===== config.mk =====
export PLATFORM = sky130hd
export DESIGN_NAME = load_store_unit
export DESIGN_NICKNAME = d
export VERILOG_FILES = /design/src/rtl/load_store_unit.sv
export SDC_FILE = /design/constraint.sdc
export NUM_CORES = 1
export LEC_CHECK = 0
export BUFFER_PORTS_ARGS = -buffer_cell sky130_fd_sc_hd__buf_2
export CORE_MARGIN = 2
export CORE_UTILIZATION = 48
export DETAILED_ROUTE_END_ITERATION = 10
export PLACE_DENSITY = 0.73
export SLEW_MARGIN = 20
export SYNTH_ARGS = -nofsm -noshare
export SYNTH_HDL_FRONTEND = slang
export SYNTH_SLANG_ARGS = --single-unit
export TNS_END_PERCENT = 1

===== constraint.sdc =====
create_clock -name clk -period 2.3 [get_ports clk]
set_clock_uncertainty 0.05 [all_clocks]
set_input_delay 0.46 -clock clk [delete_from_list [all_inputs] [get_ports clk]]
set_output_delay 0.46 -clock clk [all_outputs]
set_load 0.05 [all_outputs]

===== src/rtl/load_store_unit.sv =====
// load_store_unit: CPU-side initiator for the unified memory's word-wide data port.
// It accepts byte, half and word loads and stores over a valid/ready handshake. The memory is
// little-endian with a combinational read, so sub-word stores are done as read-modify-write.
//
// Optional feature macro: LSU_STATS_EN adds saturating per-kind completion counters.
//
// Ports:
//   clk, rst_n                  clock (rising edge), asynchronous active-low reset
//   req_valid / req_ready       request handshake; ready only while idle
//   req_write, req_size,        store flag, size (00 byte, 01 half, 10 word, 11 illegal),
//   req_signed, req_addr,       sign-extend flag for loads, byte address,
//   req_wdata                   store data (low bytes used for sub-word stores)
//   resp_valid, resp_rdata,     one-cycle completion pulse, extended load data,
//   resp_error                  misaligned / out-of-range / illegal-size flag
//   mem_addr, mem_wdata,        word-aligned address and write word to memory
//   mem_read, mem_write         memory enables (never both high)
//   mem_rdata                   combinational read data from memory
//   stat_loads/stores/errors    (LSU_STATS_EN only) 16-bit saturating counters
module load_store_unit #(
    parameter int unsigned WRITE_HOLD = 2,
    parameter logic [31:0] DATA_LIMIT = 32'h0000_3000
) (
    input  logic        clk,
    input  logic        rst_n,
    input  logic        req_valid,
    output logic        req_ready,
    input  logic        req_write,
    input  logic [1:0]  req_size,
    input  logic        req_signed,
    input  logic [31:0] req_addr,
    input  logic [31:0] req_wdata,
    output logic        resp_valid,
    output logic [31:0] resp_rdata,
    output logic        resp_error,
    output logic [31:0] mem_addr,
    output logic [31:0] mem_wdata,
    output logic        mem_read,
    output logic        mem_write,
    input  logic [31:0] mem_rdata
`ifdef LSU_STATS_EN
    ,
    output logic [15:0] stat_loads,
    output logic [15:0] stat_stores,
    output logic [15:0] stat_errors
`endif
);

    typedef enum logic [1:0] {StIdle, StRead, StWrite, StResp} state_e;

    localparam int unsigned CntW = (WRITE_HOLD > 1) ? $clog2(WRITE_HOLD) : 1;
    localparam logic [CntW-1:0] HoldLoad = CntW'(WRITE_HOLD - 1);

    state_e          state_q, state_d;
    logic            req_ready_q, req_ready_d;
    logic            resp_valid_q, resp_valid_d;
    logic            resp_error_q, resp_error_d;
    logic [31:0]     resp_rdata_q, resp_rdata_d;
    logic [31:0]     mem_addr_q, mem_addr_d;
    logic [31:0]     mem_wdata_q, mem_wdata_d;
    logic            mem_read_q, mem_read_d;
    logic            mem_write_q, mem_write_d;
    logic [CntW-1:0] cnt_q, cnt_d;
    logic            wr_q, wr_d;
    logic [1:0]      size_q, size_d;
    logic            signed_q, signed_d;
    logic [1:0]      lane_q, lane_d;
    logic [31:0]     wdata_q, wdata_d;

    // Acceptance-time legality check
    logic        acc_error;
    logic [32:0] last_byte;

    always_comb begin
        acc_error = 1'b0;
        last_byte = {1'b0, req_addr};
        case (req_size)
            2'b00: last_byte = {1'b0, req_addr};
            2'b01: begin
                last_byte = {1'b0, req_addr} + 33'd1;
                if (req_addr[0]) acc_error = 1'b1;
            end
            2'b10: begin
                last_byte = {1'b0, req_addr} + 33'd3;
                if (req_addr[1:0] != 2'b00) acc_error = 1'b1;
            end
            default: acc_error = 1'b1;
        endcase
        // 33-bit compare so an access wrapping past 0xFFFF_FFFF is still caught
        if (last_byte >= {1'b0, DATA_LIMIT}) acc_error = 1'b1;
    end

    // Lane handling: a half is always at lane 0 or 2, so the byte offset works for both sizes
    logic [4:0]  lane_shift;
    logic [31:0] rd_shifted;
    logic [31:0] load_data;
    logic [31:0] lane_mask;
    logic [31:0] merged;

    always_comb begin
        lane_shift = {lane_q, 3'b000};
        rd_shifted = mem_rdata >> lane_shift;
        case (size_q)
            2'b00: begin
                load_data = signed_q ? {{24{rd_shifted[7]}}, rd_shifted[7:0]}
                                     : {24'h0, rd_shifted[7:0]};
                lane_mask = 32'h0000_00FF << lane_shift;
            end
            2'b01: begin
                load_data = signed_q ? {{16{rd_shifted[15]}}, rd_shifted[15:0]}
                                     : {16'h0, rd_shifted[15:0]};
                lane_mask = 32'h0000_FFFF << lane_shift;
            end
            default: begin
                load_data = rd_shifted;
                lane_mask = 32'hFFFF_FFFF;
            end
        endcase
        merged = (mem_rdata & ~lane_mask) | ((wdata_q << lane_shift) & lane_mask);
    end

    always_comb begin
        state_d      = state_q;
        req_ready_d  = req_ready_q;
        resp_valid_d = 1'b0;
        resp_error_d = 1'b0;
        resp_rdata_d = 32'h0;
        mem_addr_d   = mem_addr_q;
        mem_wdata_d  = mem_wdata_q;
        mem_read_d   = 1'b0;
        mem_write_d  = 1'b0;
        cnt_d        = cnt_q;
        wr_d         = wr_q;
        size_d       = size_q;
        signed_d     = signed_q;
        lane_d       = lane_q;
        wdata_d      = wdata_q;

        case (state_q)
            StIdle: begin
                if (req_valid && req_ready_q) begin
                    req_ready_d = 1'b0;
                    wr_d        = req_write;
                    size_d      = req_size;
                    signed_d    = req_signed;
                    lane_d      = req_addr[1:0];
                    wdata_d     = req_wdata;
                    mem_addr_d  = {req_addr[31:2], 2'b00};
                    if (acc_error) begin
                        state_d      = StResp;
                        resp_valid_d = 1'b1;
                        resp_error_d = 1'b1;
                    end else if (!req_write || req_size != 2'b10) begin
                        state_d    = StRead;
                        mem_read_d = 1'b1;
                    end else begin
                        state_d     = StWrite;
                        mem_write_d = 1'b1;
                        mem_wdata_d = req_wdata;
                        cnt_d       = HoldLoad;
                    end
                end
            end
            StRead: begin
                if (wr_q) begin
                    state_d     = StWrite;
                    mem_write_d = 1'b1;
                    mem_wdata_d = merged;
                    cnt_d       = HoldLoad;
                end else begin
                    state_d      = StResp;
                    resp_valid_d = 1'b1;
                    resp_rdata_d = load_data;
                end
            end
            StWrite: begin
                if (cnt_q == '0) begin
                    state_d      = StResp;
                    resp_valid_d = 1'b1;
                end else begin
                    cnt_d       = cnt_q - CntW'(1);
                    mem_write_d = 1'b1;
                end
            end
            StResp: begin
                state_d     = StIdle;
                req_ready_d = 1'b1;
            end
            default: begin
                state_d     = StIdle;
                req_ready_d = 1'b1;
            end
        endcase
    end

    always_ff @(posedge clk or negedge rst_n) begin
        if (!rst_n) begin
            state_q      <= StIdle;
            req_ready_q  <= 1'b1;
            resp_valid_q <= 1'b0;
            resp_error_q <= 1'b0;
            resp_rdata_q <= 32'h0;
            mem_addr_q   <= 32'h0;
            mem_wdata_q  <= 32'h0;
            mem_read_q   <= 1'b0;
            mem_write_q  <= 1'b0;
            cnt_q        <= '0;
            wr_q         <= 1'b0;
            size_q       <= 2'b00;
            signed_q     <= 1'b0;
            lane_q       <= 2'b00;
            wdata_q      <= 32'h0;
        end else begin
            state_q      <= state_d;
            req_ready_q  <= req_ready_d;
            resp_valid_q <= resp_valid_d;
            resp_error_q <= resp_error_d;
            resp_rdata_q <= resp_rdata_d;
            mem_addr_q   <= mem_addr_d;
            mem_wdata_q  <= mem_wdata_d;
            mem_read_q   <= mem_read_d;
            mem_write_q  <= mem_write_d;
            cnt_q        <= cnt_d;
            wr_q         <= wr_d;
            size_q       <= size_d;
            signed_q     <= signed_d;
            lane_q       <= lane_d;
            wdata_q      <= wdata_d;
        end
    end

    assign req_ready  = req_ready_q;
    assign resp_valid = resp_valid_q;
    assign resp_error = resp_error_q;
    assign resp_rdata = resp_rdata_q;
    assign mem_addr   = mem_addr_q;
    assign mem_wdata  = mem_wdata_q;
    assign mem_read   = mem_read_q;
    assign mem_write  = mem_write_q;

`ifdef LSU_STATS_EN
    logic [15:0] stat_loads_q, stat_stores_q, stat_errors_q;

    // resp_valid_q is high exactly for the RESP cycle, so each response counts once
    always_ff @(posedge clk or negedge rst_n) begin
        if (!rst_n) begin
            stat_loads_q  <= 16'h0;
            stat_stores_q <= 16'h0;
            stat_errors_q <= 16'h0;
        end else if (resp_valid_q) begin
            if (resp_error_q) begin
                if (stat_errors_q != 16'hFFFF) stat_errors_q <= stat_errors_q + 16'd1;
            end else if (wr_q) begin
                if (stat_stores_q != 16'hFFFF) stat_stores_q <= stat_stores_q + 16'd1;
            end else begin
                if (stat_loads_q != 16'hFFFF) stat_loads_q <= stat_loads_q + 16'd1;
            end
        end
    end

    assign stat_loads  = stat_loads_q;
    assign stat_stores = stat_stores_q;
    assign stat_errors = stat_errors_q;
`endif

endmodule


; Word level (Yosys, flattened, before mapping)
; Cells that the tools add are included.
; W data, S select, Z words.
[word_totals]
n_memories = 0
ff_bits = 140
mem_bits_ro = 0
in_bits = 103
latch_bits = 0
word_cells = 100
ramBits = 0
[op_classes]
mul = 0
n_bitwise = 4
n_eq_ne = 12
order_cmp = 1
shift = 4
n_reduce_logical = 15
n_addsub = 3
div_mod_pow = 0
mux = 46
[ops]
columns = cell, n
row1 = $mux W32, 8
row2 = $pmux W32 S2, 3
row3 = $pmux W33 S2, 1
row4 = $and A32 B32 Y32, 2
row5 = $add A32 B1 Y33 const B, 1
row6 = $add A32 B2 Y33 const B, 1
row7 = $ge A33 B14 Y1 const B, 1
row8 = $not A32 Y32, 1
row9 = $or A32 B32 Y32, 1
row10 = $shl A16 B5 Y32 const A, 1
row11 = $shl A32 B5 Y32, 1
row12 = $shl A8 B5 Y32 const A, 1
row13 = $shr A32 B5 Y32, 1
row14 = $mux W1, 24
row15 = $ne A2 B2 Y1 const B, 6
row16 = $pmux W1 S3, 4
row17 = $reduce_and A5 Y1, 2
row18 = $mux W2, 4
row19 = $pmux W2 S4, 1
row20 = $eq A2 B1 Y1 const B, 3
row21 = $eq A2 B2 Y1 const B, 3
row22 = $logic_not A2 Y1, 3
row23 = $reduce_and A2 Y1, 3
row24 = $reduce_bool A2 Y1, 3
row25 = other kinds (6), 6

; Longest topological paths before layout
[logic_depth]
ltp_word = 7
depth_mapped = 14

; Worst setup path after synthesis
; Ideal clock, no wire load.
[synth_timing]
path_kind = input to register
startpoint = in req_size[0]
endpoint = reg mem_wdata_q[10] (netlist: mem_wdata[10])
arrival_time_ns = 3.569
setup_slack_ns = -1.444
path_buffers = 1
required_time_ns = 2.125
stages = 13
cell_sequence = inv_1 ha_1 inv_1 fa_1 nand4b_1 or4_1 o32ai_1 o22ai_1 nor4_4 nand3_4 a21oi_4 buf_12 mux2_4
[synth_via]
elab_chain_len = 6
word_cells_on_any_way = 12
[synth_rtl]
columns = item, line_no
row1 = start: declaration, 28  ; input logic [1:0] req_size,
row2 = $eq A2 B2 Y1 or $eq A2 B1 Y1 (tied branches), 76  ; case (req_size)
row3 = $pmux W33 S2, 76
row4 = $ge A33 B14 Y1, 89  ; if (last_byte >= {1'b0, DATA_LIMIT}) acc_error = 1'b1;
row5 = $mux W1, 89
row6 = $ne A2 B2 Y1 (no source line), --
row7 = $reduce_and A5 Y1 (no source line) *, --
row8 = end signal: assignment, 219  ; mem_wdata_q <= mem_wdata_d;
row9 = end: declaration, 59  ; logic [31:0] mem_wdata_q, mem_wdata_d;
; Every way passes the cells marked *; elsewhere a longest branch is shown, timed or not.
; A chain may end at the register's enable or synchronous reset.

; Final worst setup path
[layout_timing]
startpoint = in req_size[0]
endpoint = reg mem_wdata_q[25] (netlist: mem_wdata[25])
; Same word-level chain as after synthesis.

==> impl_results.md <==
- Max Cap Viol: 0
- Hold EP: wdata_q[23]$_DFFE_PN0P_
- Via count: 7314
- Netlist Area Pre-Place: 0.00773 mm²
- Ys flop type: dfrtp_1
- Detailed placement HPWL: 17.7 mm
- Final nets: 1235
- Antenna viol nets, final: 0
- Fill cells: 1299
- Share of layout cells above drive strength 1: 37.4%
- Initial DRC Count: 807
- Via density: 5.41
- Starting Density: 48.8%
- Largest cells by area after synthesis: dfrtp_1, nand2_1, mux2_4, a21oi_1, mux2i_1
- Synth cell types: 59
- Cell accounting for the most synthesized area: dfrtp_1
- # rows: 46
- CP Class: primary input to flip-flop
- Leakage: 5.25 nW
- Die height: 131 µm
- CP peak stage delay: 0.38 ns
- Clock sinks: 140
- Final worst-path cycle share: 140%
- Post-layout util: 66.3%
- Slowest-stage cell, CP: nor4_4
- Clock buffer depth: 2
- Asr flop ratio synth: 100%
- Ordered list of cells on the worst path: buf_12 > inv_12 > ha_4 > inv_2 > fa_2 > nand4b_1 > buf_4 > nor4_4 > a21boi_1 > a211oi_1 > nand4_1 > nor4_4 > nand3_4 > a21oi_4 > buf_6 > buf_12 > mux2_4
- Core area: 0.0158 mm²
- Fin Setup TNS: -31.96 ns
- Post-route setup slack: -0.922 ns
- Syn Area/Cell: 9.12 µm²
- Clk root buf: clkbuf_16
- Hold Crit Class: primary input to flip-flop
- Largest net degree at the start of global routing: 71
- Failing checks: setup timing
- Die Wd: 131 µm
- Sequential-to-total area share from yosys stat: 45.3%
- First-pass GRT wire length: 37.5 mm
- YS warnings: 0
- R2r setup slk: 0.12 ns
- CP Launch Type: primary input
- Max Freq: 0.310 GHz
- Routability cong.: 0.940
- GRT overflow: 0
- Area occupied by multi-input gates: 0.00406 mm²
- Met2 wire length: 11.0 mm
- Reg2reg end: mem_wdata[6]$_DFFE_PN0P_
- Max rail drop VDD: 0.00113 V
- Drt pass-1 iters: 7
- Family with the most delay on the worst path: simple AND/OR/NAND/NOR gates
- H-tree depth: 4
- Area growth, synth to finish: 35.7%
- CP Capture Type: flip-flop
- Hold path depth: 3
- GRT Total Usage: 28.9%
- Area post-placement: 0.00962 mm²
- Wire length per cell: 18.1 µm
- PortBufs: 201
- Post-synth EDFFs: 0
- Routed length on met3: 1.89 mm
- Post-Synthesis Cells: 848
- Vias in the first global route: 6930
- CTS tree: done
- Crit Path Max Fanout: 7
- Reg2reg path depth: 7
- WP data arrival: 3.48 ns
- Clk pin slew, worst setup/hold paths: 0.06 ns
- Uppermost layer routed: met5
- Worst skew pair latency: 0.42 ns
- Reg2reg start: lane_q[0]$_DFFE_PN0P_
- Post-route minimum period: 3.22 ns
- Initial antenna violation count: 2
- DRC: 0
- WL met1: 10.8 mm
- Status: finished, violations left
- TritonCTS buffer count: 17
- PD cells: 1500 mW/mm²
- Seq cells post-synth: 140
- Fin area: 0.0105 mm²
- Share of the synthesized area in the top cell type: 45.0%
- CP required: 2.55 ns
- Hold violation total from the final report: 0
- Unrepaired setup endpoints after global routing: yes
- Ports: 204
- Sequential Area: 0.00351 mm²
- Hold wc startpoint: req_wdata[23]
- Routed WL: 24.5 mm
- Max Slew Vio Count: 0
- Pre-CTS setup slack: -1.49 ns
- Die footprint: 0.0171 mm²
- Setup-failing EPs final: 39
- Crit path buffers/inverters: 6
## logic make-up after synthesis
| family | synth area share (%) |
|---|---|
| adder cells (fa/ha/maj) | 1.55 |
| AND/OR/NAND/NOR | 23.1 |
| AO/OA/AOI/OAI | 12.3 |
| buffers and inverters | 4.01 |
| flip-flops | 45.3 |
| XOR/XNOR | 0.793 |
| multiplexers | 12.9 |
| other | 0.0485 |
## flip-flops by register name (all words and copies together), names as in the netlist
register and count:
cnt_q 1, mem_write 1, mem_wdata 32, req_ready 1
lane_q 2, size_q 2, resp_valid 1, mem_read 1
signed_q 1, wr_q 1, state_q 2, resp_rdata 32
resp_error 1, wdata_q 32, mem_addr 30
## placed cells by master, fill, tap and decap left out, drive strengths merged, types with 5 or more instances in the layout
cell and instances:
buf 310, nand2 243, dfrtp 139, a21oi 76, mux2 49, nor2 38
o21ai 34, mux2i 33, a211oi 31, clkbuf 19, nor2b 17, nor3 17
inv 14, nand4 11, and3 10, nor3b 9, ha 8, nand3 7
nor4 7, nand2b 5
## cell type report
type / count / area share (%)
multi-input combinational: 642 / 38.8
clock buffer: 19 / 4.22
timing repair buffer: 311 / 19.2
antenna: 1 / 0.0239
inverter: 11 / 0.513
clock inverter: 12 / 1.32
sequential: 140 / 33.4
tap: 216 / 2.58
## per-stage QoR
stage               cells  hold WS (ns)  total power [mW]
floorplan             849         0.114              10.4
global placement     1307         0.384              12.4
detailed placement   1307         0.389              12.6
CTS                  1350         0.183              15.6
global route         1352         0.204              16.5
finish               1352         0.194              15.7
## worst max path at each step
| stage | depth (start not counted) | slack, ns | from | endpoint |
|---|---|---|---|---|
| 2_1_floorplan | 13 | -1.31 | req_size[0] | mem_wdata[10]$_DFFE_PN0P_ |
| 3_3_place_gp | 14 | -1.45 | req_size[0] | mem_wdata[0]$_DFFE_PN0P_ |
| 3_5_place_dp | 14 | -1.49 | req_size[0] | mem_wdata[0]$_DFFE_PN0P_ |
| 4_1_cts | 15 | -0.94 | req_size[0] | mem_wdata[5]$_DFFE_PN0P_ |
| 5_1_grt | 17 | -1.06 | req_size[0] | mem_wdata[25]$_DFFE_PN0P_ |
| 6_report | 17 | -0.92 | req_size[0] | mem_wdata[25]$_DFFE_PN0P_ |
## power by group
part | switching [mW] | internal (mW) | leakage [nW] | total [mW]
Sequential | 0.679 | 3.50 | 1.77 | 4.18
Clock | 1.11 | 1.63 | 0.278 | 2.74
Combinational | 5.76 | 3.01 | 3.21 | 8.77
## worst register-to-register path: cells and delay by family, from the launching register on
family | cells | cell delay [ns]
compound gates | 2 | 0.29
simple gates | 2 | 0.51
buf+inv | 2 | 0.61
flops | 1 | 0.50
mux | 1 | 0.16
## metal layers
metal  global-route usage [%]  vias up
li1                         -     3477
met1                     41.2     3422
met2                     44.1      349
met3                     5.82       64
met4                     10.1        2
met5                        0        -
## cell usage after synthesis, types with 3 or more instances
cell type and n:
nand2_1 243, dfrtp_1 139, a21oi_1 75, clkbuf_1 41
nor2_1 38, o21ai_0 34, mux2i_1 33, a211oi_1 31
mux2_4 30, mux2_2 19, nor2b_1 17, nor3_1 17
inv_1 11, and3_1 10, nand4_1 9, nor3b_1 9
buf_1 8, ha_1 8, nand3_1 6, nand2b_1 5
nor4_1 4, xnor2_1 4, and2_1 3, and4_1 3
buf_12 3, nand4b_1 3, nor4_4 3, xor2_1 3
## timing repair
item | in CTS | in global routing
buffers inserted | 9 | 2
hold buffers | 1 | 0
pin swaps | 12 | 12
cloned | 2 | 0
resized for setup | 21 | 15
setup endpoints to repair | 39 | 39
hold endpoints to repair | 44 | 0
Note: power is estimated with default switching activity, not from simulation.
